[src/rtl/proc_pkg.sv]
// proc_pkg: shared types and constants for the instruction fetch unit.
//   ifu_state_t    fetch FSM states (IDLE/REQ/HOLD/ERR)
//   OPCODE_MSB/LSB opcode field position inside an instruction word
//   BR_OFF_W       width of the PC-relative branch offset field
//   BR_OPCODE_DEF  default opcode value marking a relative branch
//   is_misaligned  true when a PC is not word aligned
package proc_pkg;

  typedef enum logic [1:0] {
    IDLE = 2'd0,
    REQ  = 2'd1,
    HOLD = 2'd2,
    ERR  = 2'd3
  } ifu_state_t;

  localparam int OPCODE_MSB = 31;
  localparam int OPCODE_LSB = 26;
  localparam int BR_OFF_W   = 26;

  localparam logic [5:0] BR_OPCODE_DEF = 6'b000010;

  function automatic logic is_misaligned(input logic [1:0] pc_lsb);
    return (pc_lsb != 2'b00);
  endfunction

endpackage

[src/rtl/ifu_branch_decode.sv]
// ifu_branch_decode: combinational relative-branch decode of the instruction
// currently presented to decode.
//   instr_i    in  32  instruction word
//   valid_i    in  1   instruction word is valid
//   pc_src_o   out 1   instruction is a PC-relative branch
//   br_const_o out 32  sign-extended word offset of the branch
// Both outputs are forced to zero while valid_i is low so the PC never sees
// a stale offset.
module ifu_branch_decode
  import proc_pkg::*;
#(
  parameter logic [5:0] BR_OPCODE = BR_OPCODE_DEF
) (
  input  logic [31:0] instr_i,
  input  logic        valid_i,
  output logic        pc_src_o,
  output logic [31:0] br_const_o
);

  // Opcode compare and sign extension of the offset field.
  always_comb begin
    pc_src_o   = 1'b0;
    br_const_o = 32'h0000_0000;
    if (valid_i) begin
      pc_src_o   = (instr_i[OPCODE_MSB:OPCODE_LSB] == BR_OPCODE);
      br_const_o = {{(32-BR_OFF_W){instr_i[BR_OFF_W-1]}}, instr_i[BR_OFF_W-1:0]};
    end else begin
      pc_src_o   = 1'b0;
      br_const_o = 32'h0000_0000;
    end
  end

endmodule

[src/rtl/instr_fetch_unit.sv]
// instr_fetch_unit: fetches the instruction at each new PC over an imem
// req/ack handshake and hands it to decode with valid/ready. Also reports
// relative branches (pcSrc/pc_const) back to the program counter and holds
// the PC via fetch_stall while a fetch is outstanding.
//
// Ports:
//   CLK, RESET        clock, asynchronous active-low reset
//   pc_in, pc_valid   new PC; taken only while fetch_stall is low
//   imem_req/addr     memory request, held (address stable) until imem_ack
//   imem_ack/rdata    memory response, data valid with ack
//   instr_out/pc      instruction and its address, valid with instr_valid
//   instr_ready       decode accepts the instruction
//   pcSrc, pc_const   relative-branch flag and word offset (the offset port
//                     cannot be called "const", which is a reserved word)
//   fetch_stall       PC must hold
//   fetch_err         sticky: misaligned PC or memory timeout; cleared by RESET
//
// Build option IFETCH_SKID_EN: adds a one-entry skid buffer so the next fetch
// can run in the background while an instruction waits in HOLD.
module instr_fetch_unit
  import proc_pkg::*;
#(
  parameter int         ADDR_W    = 32,
  parameter int         DATA_W    = 32,
  parameter logic [5:0] BR_OPCODE = BR_OPCODE_DEF,
  parameter int         TIMEOUT   = 16
) (
  input  logic              CLK,
  input  logic              RESET,
  input  logic [ADDR_W-1:0] pc_in,
  input  logic              pc_valid,
  output logic              imem_req,
  output logic [ADDR_W-1:0] imem_addr,
  input  logic              imem_ack,
  input  logic [DATA_W-1:0] imem_rdata,
  output logic [DATA_W-1:0] instr_out,
  output logic [ADDR_W-1:0] instr_pc,
  output logic              instr_valid,
  input  logic              instr_ready,
  output logic              pcSrc,
  output logic [31:0]       pc_const,
  output logic              fetch_stall,
  output logic              fetch_err
);

  localparam int CNT_W = $clog2(TIMEOUT);
  localparam logic [CNT_W-1:0] TO_LAST = CNT_W'(TIMEOUT - 1);

  ifu_state_t        state_q, state_d;
  logic [ADDR_W-1:0] addr_q, addr_d;
  logic [DATA_W-1:0] instr_q, instr_d;
  logic [ADDR_W-1:0] ipc_q, ipc_d;
  logic [CNT_W-1:0]  cnt_q, cnt_d;
  logic              pc_go_s;
  logic              accept_s;

`ifdef IFETCH_SKID_EN
  // bg_busy: a request issued from HOLD is outstanding; it reserves the skid
  logic              bg_busy_q, bg_busy_d;
  logic              skid_vld_q, skid_vld_d;
  logic [DATA_W-1:0] skid_q, skid_d;
  logic [ADDR_W-1:0] skid_pc_q, skid_pc_d;
`endif

  assign instr_valid = (state_q == HOLD);
  assign fetch_err   = (state_q == ERR);
  assign imem_addr   = addr_q;
  assign instr_out   = instr_q;
  assign instr_pc    = ipc_q;
  assign pc_go_s     = pc_valid & ~fetch_stall;
  assign accept_s    = instr_valid & instr_ready;

`ifdef IFETCH_SKID_EN
  assign imem_req = (state_q == REQ) | bg_busy_q;
`else
  assign imem_req = (state_q == REQ);
`endif

  ifu_branch_decode #(
    .BR_OPCODE (BR_OPCODE)
  ) u_br_dec (
    .instr_i    (instr_q[31:0]),
    .valid_i    (instr_valid),
    .pc_src_o   (pcSrc),
    .br_const_o (pc_const)
  );

  // Stall decision: only IDLE (and, with the skid, an unblocked HOLD) lets the PC move.
  always_comb begin
    fetch_stall = 1'b1;
    case (state_q)
      IDLE:    fetch_stall = 1'b0;
`ifdef IFETCH_SKID_EN
      // no background fetch past a branch, nor with the skid already claimed
      HOLD:    fetch_stall = skid_vld_q | bg_busy_q | pcSrc;
`else
      HOLD:    fetch_stall = 1'b1;
`endif
      default: fetch_stall = 1'b1;
    endcase
  end

  // Next-state logic for the fetch FSM, timeout counter and skid buffer.
  always_comb begin
    state_d = state_q;
    addr_d  = addr_q;
    instr_d = instr_q;
    ipc_d   = ipc_q;
    cnt_d   = cnt_q;
`ifdef IFETCH_SKID_EN
    bg_busy_d  = bg_busy_q;
    skid_vld_d = skid_vld_q;
    skid_d     = skid_q;
    skid_pc_d  = skid_pc_q;
`endif
    case (state_q)
      IDLE: begin
        if (pc_go_s) begin
          addr_d  = pc_in;
          cnt_d   = '0;
          state_d = is_misaligned(pc_in[1:0]) ? ERR : REQ;
        end else begin
          state_d = IDLE;
        end
      end
      REQ: begin
        if (imem_ack) begin
          instr_d = imem_rdata;
          ipc_d   = addr_q;
          state_d = HOLD;
        end else if (cnt_q == TO_LAST) begin
          state_d = ERR;
        end else begin
          cnt_d = cnt_q + CNT_W'(1);
        end
      end
      HOLD: begin
`ifdef IFETCH_SKID_EN
        if (bg_busy_q && !imem_ack && (cnt_q == TO_LAST)) begin
          bg_busy_d = 1'b0;
          state_d   = ERR;
        end else if (accept_s) begin
          if (skid_vld_q) begin
            // promote the buffered word; it appears on the cycle after the handshake
            instr_d    = skid_q;
            ipc_d      = skid_pc_q;
            skid_vld_d = 1'b0;
          end else if (bg_busy_q && imem_ack) begin
            instr_d   = imem_rdata;
            ipc_d     = addr_q;
            bg_busy_d = 1'b0;
          end else if (bg_busy_q) begin
            // background request still pending: it becomes the foreground one
            bg_busy_d = 1'b0;
            cnt_d     = cnt_q + CNT_W'(1);
            state_d   = REQ;
          end else if (pc_go_s) begin
            addr_d  = pc_in;
            cnt_d   = '0;
            state_d = is_misaligned(pc_in[1:0]) ? ERR : REQ;
          end else begin
            state_d = IDLE;
          end
        end else if (bg_busy_q && imem_ack) begin
          skid_d     = imem_rdata;
          skid_pc_d  = addr_q;
          skid_vld_d = 1'b1;
          bg_busy_d  = 1'b0;
        end else if (bg_busy_q) begin
          cnt_d = cnt_q + CNT_W'(1);
        end else if (pc_go_s) begin
          addr_d = pc_in;
          cnt_d  = '0;
          if (is_misaligned(pc_in[1:0])) begin
            state_d = ERR;
          end else begin
            bg_busy_d = 1'b1;
          end
        end else begin
          state_d = HOLD;
        end
`else
        if (accept_s) begin
          state_d = IDLE;
        end else begin
          state_d = HOLD;
        end
`endif
      end
      ERR:     state_d = ERR;
      default: state_d = ERR;
    endcase
  end

  // State and datapath registers.
  always_ff @(posedge CLK or negedge RESET) begin
    if (!RESET) begin
      state_q <= IDLE;
      addr_q  <= '0;
      instr_q <= '0;
      ipc_q   <= '0;
      cnt_q   <= '0;
    end else begin
      state_q <= state_d;
      addr_q  <= addr_d;
      instr_q <= instr_d;
      ipc_q   <= ipc_d;
      cnt_q   <= cnt_d;
    end
  end

`ifdef IFETCH_SKID_EN
  // Skid buffer and background-request registers.
  always_ff @(posedge CLK or negedge RESET) begin
    if (!RESET) begin
      bg_busy_q  <= 1'b0;
      skid_vld_q <= 1'b0;
      skid_q     <= '0;
      skid_pc_q  <= '0;
    end else begin
      bg_busy_q  <= bg_busy_d;
      skid_vld_q <= skid_vld_d;
      skid_q     <= skid_d;
      skid_pc_q  <= skid_pc_d;
    end
  end
`endif

endmodule

[config.mk]
export PLATFORM = sky130hd
export DESIGN_NAME = instr_fetch_unit
export DESIGN_NICKNAME = d
export VERILOG_FILES = /design/src/rtl/proc_pkg.sv /design/src/rtl/ifu_branch_decode.sv /design/src/rtl/instr_fetch_unit.sv
export SDC_FILE = /design/constraint.sdc
export NUM_CORES = 1
export LEC_CHECK = 0
export CAP_MARGIN = 20
export CORE_MARGIN = 2
export CORE_UTILIZATION = 40
export CTS_BUF_LIST = sky130_fd_sc_hd__clkbuf_2 sky130_fd_sc_hd__clkbuf_4 sky130_fd_sc_hd__clkbuf_8
export DETAILED_ROUTE_END_ITERATION = 10
export GPL_TIMING_DRIVEN = 0
export PLACE_DENSITY = 0.87
export SYNTH_ARGS = -nofsm -noshare
export SYNTH_HDL_FRONTEND = slang
export SYNTH_SLANG_ARGS = --single-unit
[constraint.sdc]
create_clock -name CLK -period 1.91 [get_ports CLK]
set_input_delay 0.2865 -clock CLK [delete_from_list [all_inputs] [get_ports CLK]]
set_output_delay 0.2865 -clock CLK [all_outputs]
set_load 0.03 [all_outputs]
==> flow_summary.toml <==
[run_status]
status = "finished clean"

[floorplanning]
die_h_um = 107
num_rows = 37
die-area_um2 = 11500
die_w_um = 107
core_area_um2 = 10300
io_pins = 202
initial_core_util_pct = 41.2

[layout]
n_antenna_cell = 0
drive_gt1_share_pct = 23.2
areaGrowthSynthToFinish_pct = 57.1
design_area_um2 = 6690
final_cells = 710
final_nets = 639

[power]
ir_worst_vdd_v = 0.000885
p_int_mw = 7.29
switchingPower_mw = 5.66
power_density_nw_per_um2 = 1940
p_leak_nw = 3.13
combPwrFrac_pct = 58.8
pwr-share-clk_pct = 11.6
seq_power_share_pct = 29.6
swShare_pct = 43.7

[logic_synthesis]
synth_area_leader_cell = "dfrtp_1"
ys_seq_area_share_pct = 60.0
avgSynthCellArea_um2 = 12.1
syn_inst = 353
ys_warn_count = 0
syn_area_um2 = 4250
synth_area_leaders = "dfrtp_1 60%, mux2_2 11%, nand2_1 8.6%"
synth_nets = 423
ys_ff_latch = 102
synthDistinctLibCells = 34
synth_top_area_share_pct = 60.0

[detailed_routing]
drt-total-wl_um = 11300
wl_per_cell_um = 15.9
vias_per_cell = 4.80
post-route-drc-count = 0
vias = 3406
ant_nets = 0
first_iter_violations = 121
dr.pass1.iters = 4

[clock_network]
numCtsBuffers = 9
cts_tree = "done"
clkLatencyLatePin_ps = 360
clk_root_buffer_cell = "clkbuf_8"
clk_path_buf_depth = 2
clkSinkCount = 102
path_clk_slew_ps = 90
htreeDepth = 3

[timing]
worst_pin_slew_ps = 645
fin_worst_hold_slack_ps = 432
post-route-period-util_pct = 97.2
rsz0062_at_grt = "true"
timing_hold_violations_final = 0
finClkSkew_ps = 6.17
final-setup-viol-count = 0
min_period_ps = 1860
drv_slew = 0
slew_headroom_pct = 57.0
max_clock_freq_mhz = 539

[worst_setup_path]
crit_start = "state_q[0]$_DFFE_PN0P_"
critPathKind = "reg2out"
reg2reg_from = "state_q[0]$_DFFE_PN0P_"
endpoint_kind = "output port"
worst_setup_path_start_kind = "flip-flop"
cp.required_ps = 1620
path_max_fanout = 10
cp.arrival_ps = 1570

[global_route]
grt_pass1_vias = 3530
track_usage_pct = 20.2
grt_overflow = 0
grt_max_degree = 56
antenna_found_initial = 0
grt_pass1_wl_um = 18100

[flow_run]
maxCapViolations = 0

[placed_design]
place_hpwl_um = 8510
placed_cells = 690
globalplace.congestion = 0.761
io_buffers = 200
place_area_um2 = 6450

[worst_hold_path]
hold_path_class = "in2reg"
min_from = "imem_ack"
-- logic make-up (layout without fill, tap and decap cells) --
family / after synthesis / in the layout / share of synthesized area (%)
compound gates: 15 / 15 / 2.62
fa+ha+maj: 1 / 1 / 0.294
buf+inv: 29 / 250 / 4.50
flops: 102 / 102 / 60.0
mux: 65 / 65 / 17.2
simple gates: 141 / 141 / 15.4
-- synthesized netlist by cell type --
library cell,number
a2111o_1,1
a21o_1,1
a21oi_1,2
a221oi_1,1
a221oi_2,1
a2bb2oi_1,1
a31oi_1,1
and2_1,27
and3_1,3
buf_2,3
buf_4,7
buf_6,7
clkbuf_1,7
dfrtp_1,102
ha_1,1
inv_1,4
inv_2,1
mux2_1,22
mux2_2,42
mux2i_1,1
nand2_1,97
nand2_4,1
nand2b_4,1
nand3_1,5
nor2_1,1
nor2b_1,1
nor3_1,1
nor3b_2,1
nor4b_1,1
o2111ai_1,1
o211ai_1,2
o21ai_0,4
or2_2,1
or3b_4,1
-- repair_timing --
action,4_1_cts,5_1_grt
setup endpoints to repair,37,55
pin swaps,0,0
buffers inserted,2,0
hold buffers,1,0
cloned,1,0
resized for setup,198,34
endpoints found under the hold margin,47,0
-- worst max-delay path, stage by stage, from the launching register on --
cell	delay [ps]
dfrtp_1	380
buf_6	130
nor2b_4	150
buf_8	130
clkbuf_16	140
and2_1	140
buf_6	130
-- power groups by stage --
stage	Combinational [mW]	Clock (mW)	Sequential [mW]
3_5_place_dp	7.58	0	3.90
3_3_place_gp	7.43	0	3.80
5_1_grt	8.04	1.65	3.97
6_report	7.61	1.50	3.84
4_1_cts	7.65	1.56	3.84
2_1_floorplan	2.43	0	5.66
-- metrics by stage --
step	setup WS [ps]	util (%)	TNS (ps)	power, mW
floorplan	141	-	0	8.09
global placement	-3180	62.2	-333560	11.2
detailed placement	-683	62.5	-15020	11.5
CTS	1.05	64.8	0	13.0
global route	-20.6	64.8	-146	13.7
finish	53.7	64.8	0	12.9
-- layer usage --
metal  share of wire, %  GRT usage, %  routed length, µm  vias up
met5                  0             0                  0        -
met4               0.96          6.12                108        0
met3                9.0          5.90               1020       10
met2                 51          35.8               5720      147
met1                 39          23.7               4430     1655
li1                   -             -                  -     1594
-- flip-flops by register name (all words and copies together), names as in the netlist --
name	cells
cnt_q	4
imem_addr	32
instr_out	32
instr_pc	32
state_q	2
-- layout by cell type (no fill, tap or decap), types with 2 or more instances in the layout --
cell             count
mux2_2              42
dlygate4sd2_1        2
nand2_1             97
o21ai_0              4
inv_1                4
mux2_1              22
clkbuf_4             3
clkbuf_2             5
buf_4               11
and3_1               3
o211ai_1             2
dfrtp_1            101
clkbuf_8            10
and2_4               3
clkinv_2             2
a21oi_1              2
nand3_1              5
bufinv_16            2
clkdlybuf4s50_1    162
and2_1              24
buf_2               20
buf_6               23
-- worst paths after layout --
| check | to | slack (ps) | cells after the start |
|---|---|---|---|
| worst max register to register | cnt_q[2]$_DFFE_PN0P_ | 170 | 6 |
| worst min-delay path | cnt_q[0]$_DFFE_PN0P_ | 430 | 3 |
| worst min register to register | instr_pc[3]$_DFFE_PN0P_ | 500 | 1 |
| min in group asynchronous | instr_out[23]$_DFFE_PN0P_ | 500 | 2 |
| worst max-delay path | pc_const[4] | 50 | 6 |
| max in group asynchronous | imem_addr[31]$_DFFE_PN0P_ | 730 | 3 |
-- layout make-up --
class | instances | area (µm²)
fillers | 793 | 3640
flip-flops and latches | 102 | 2550
repair buffers | 205 | 1980
multi-input cells | 222 | 1530
plain buffers | 24 | 213
well taps | 136 | 170
clock buffers | 12 | 153
clock inverters | 4 | 70.1
inverters | 5 | 18.8
Power figures use the tool's default switching activity.
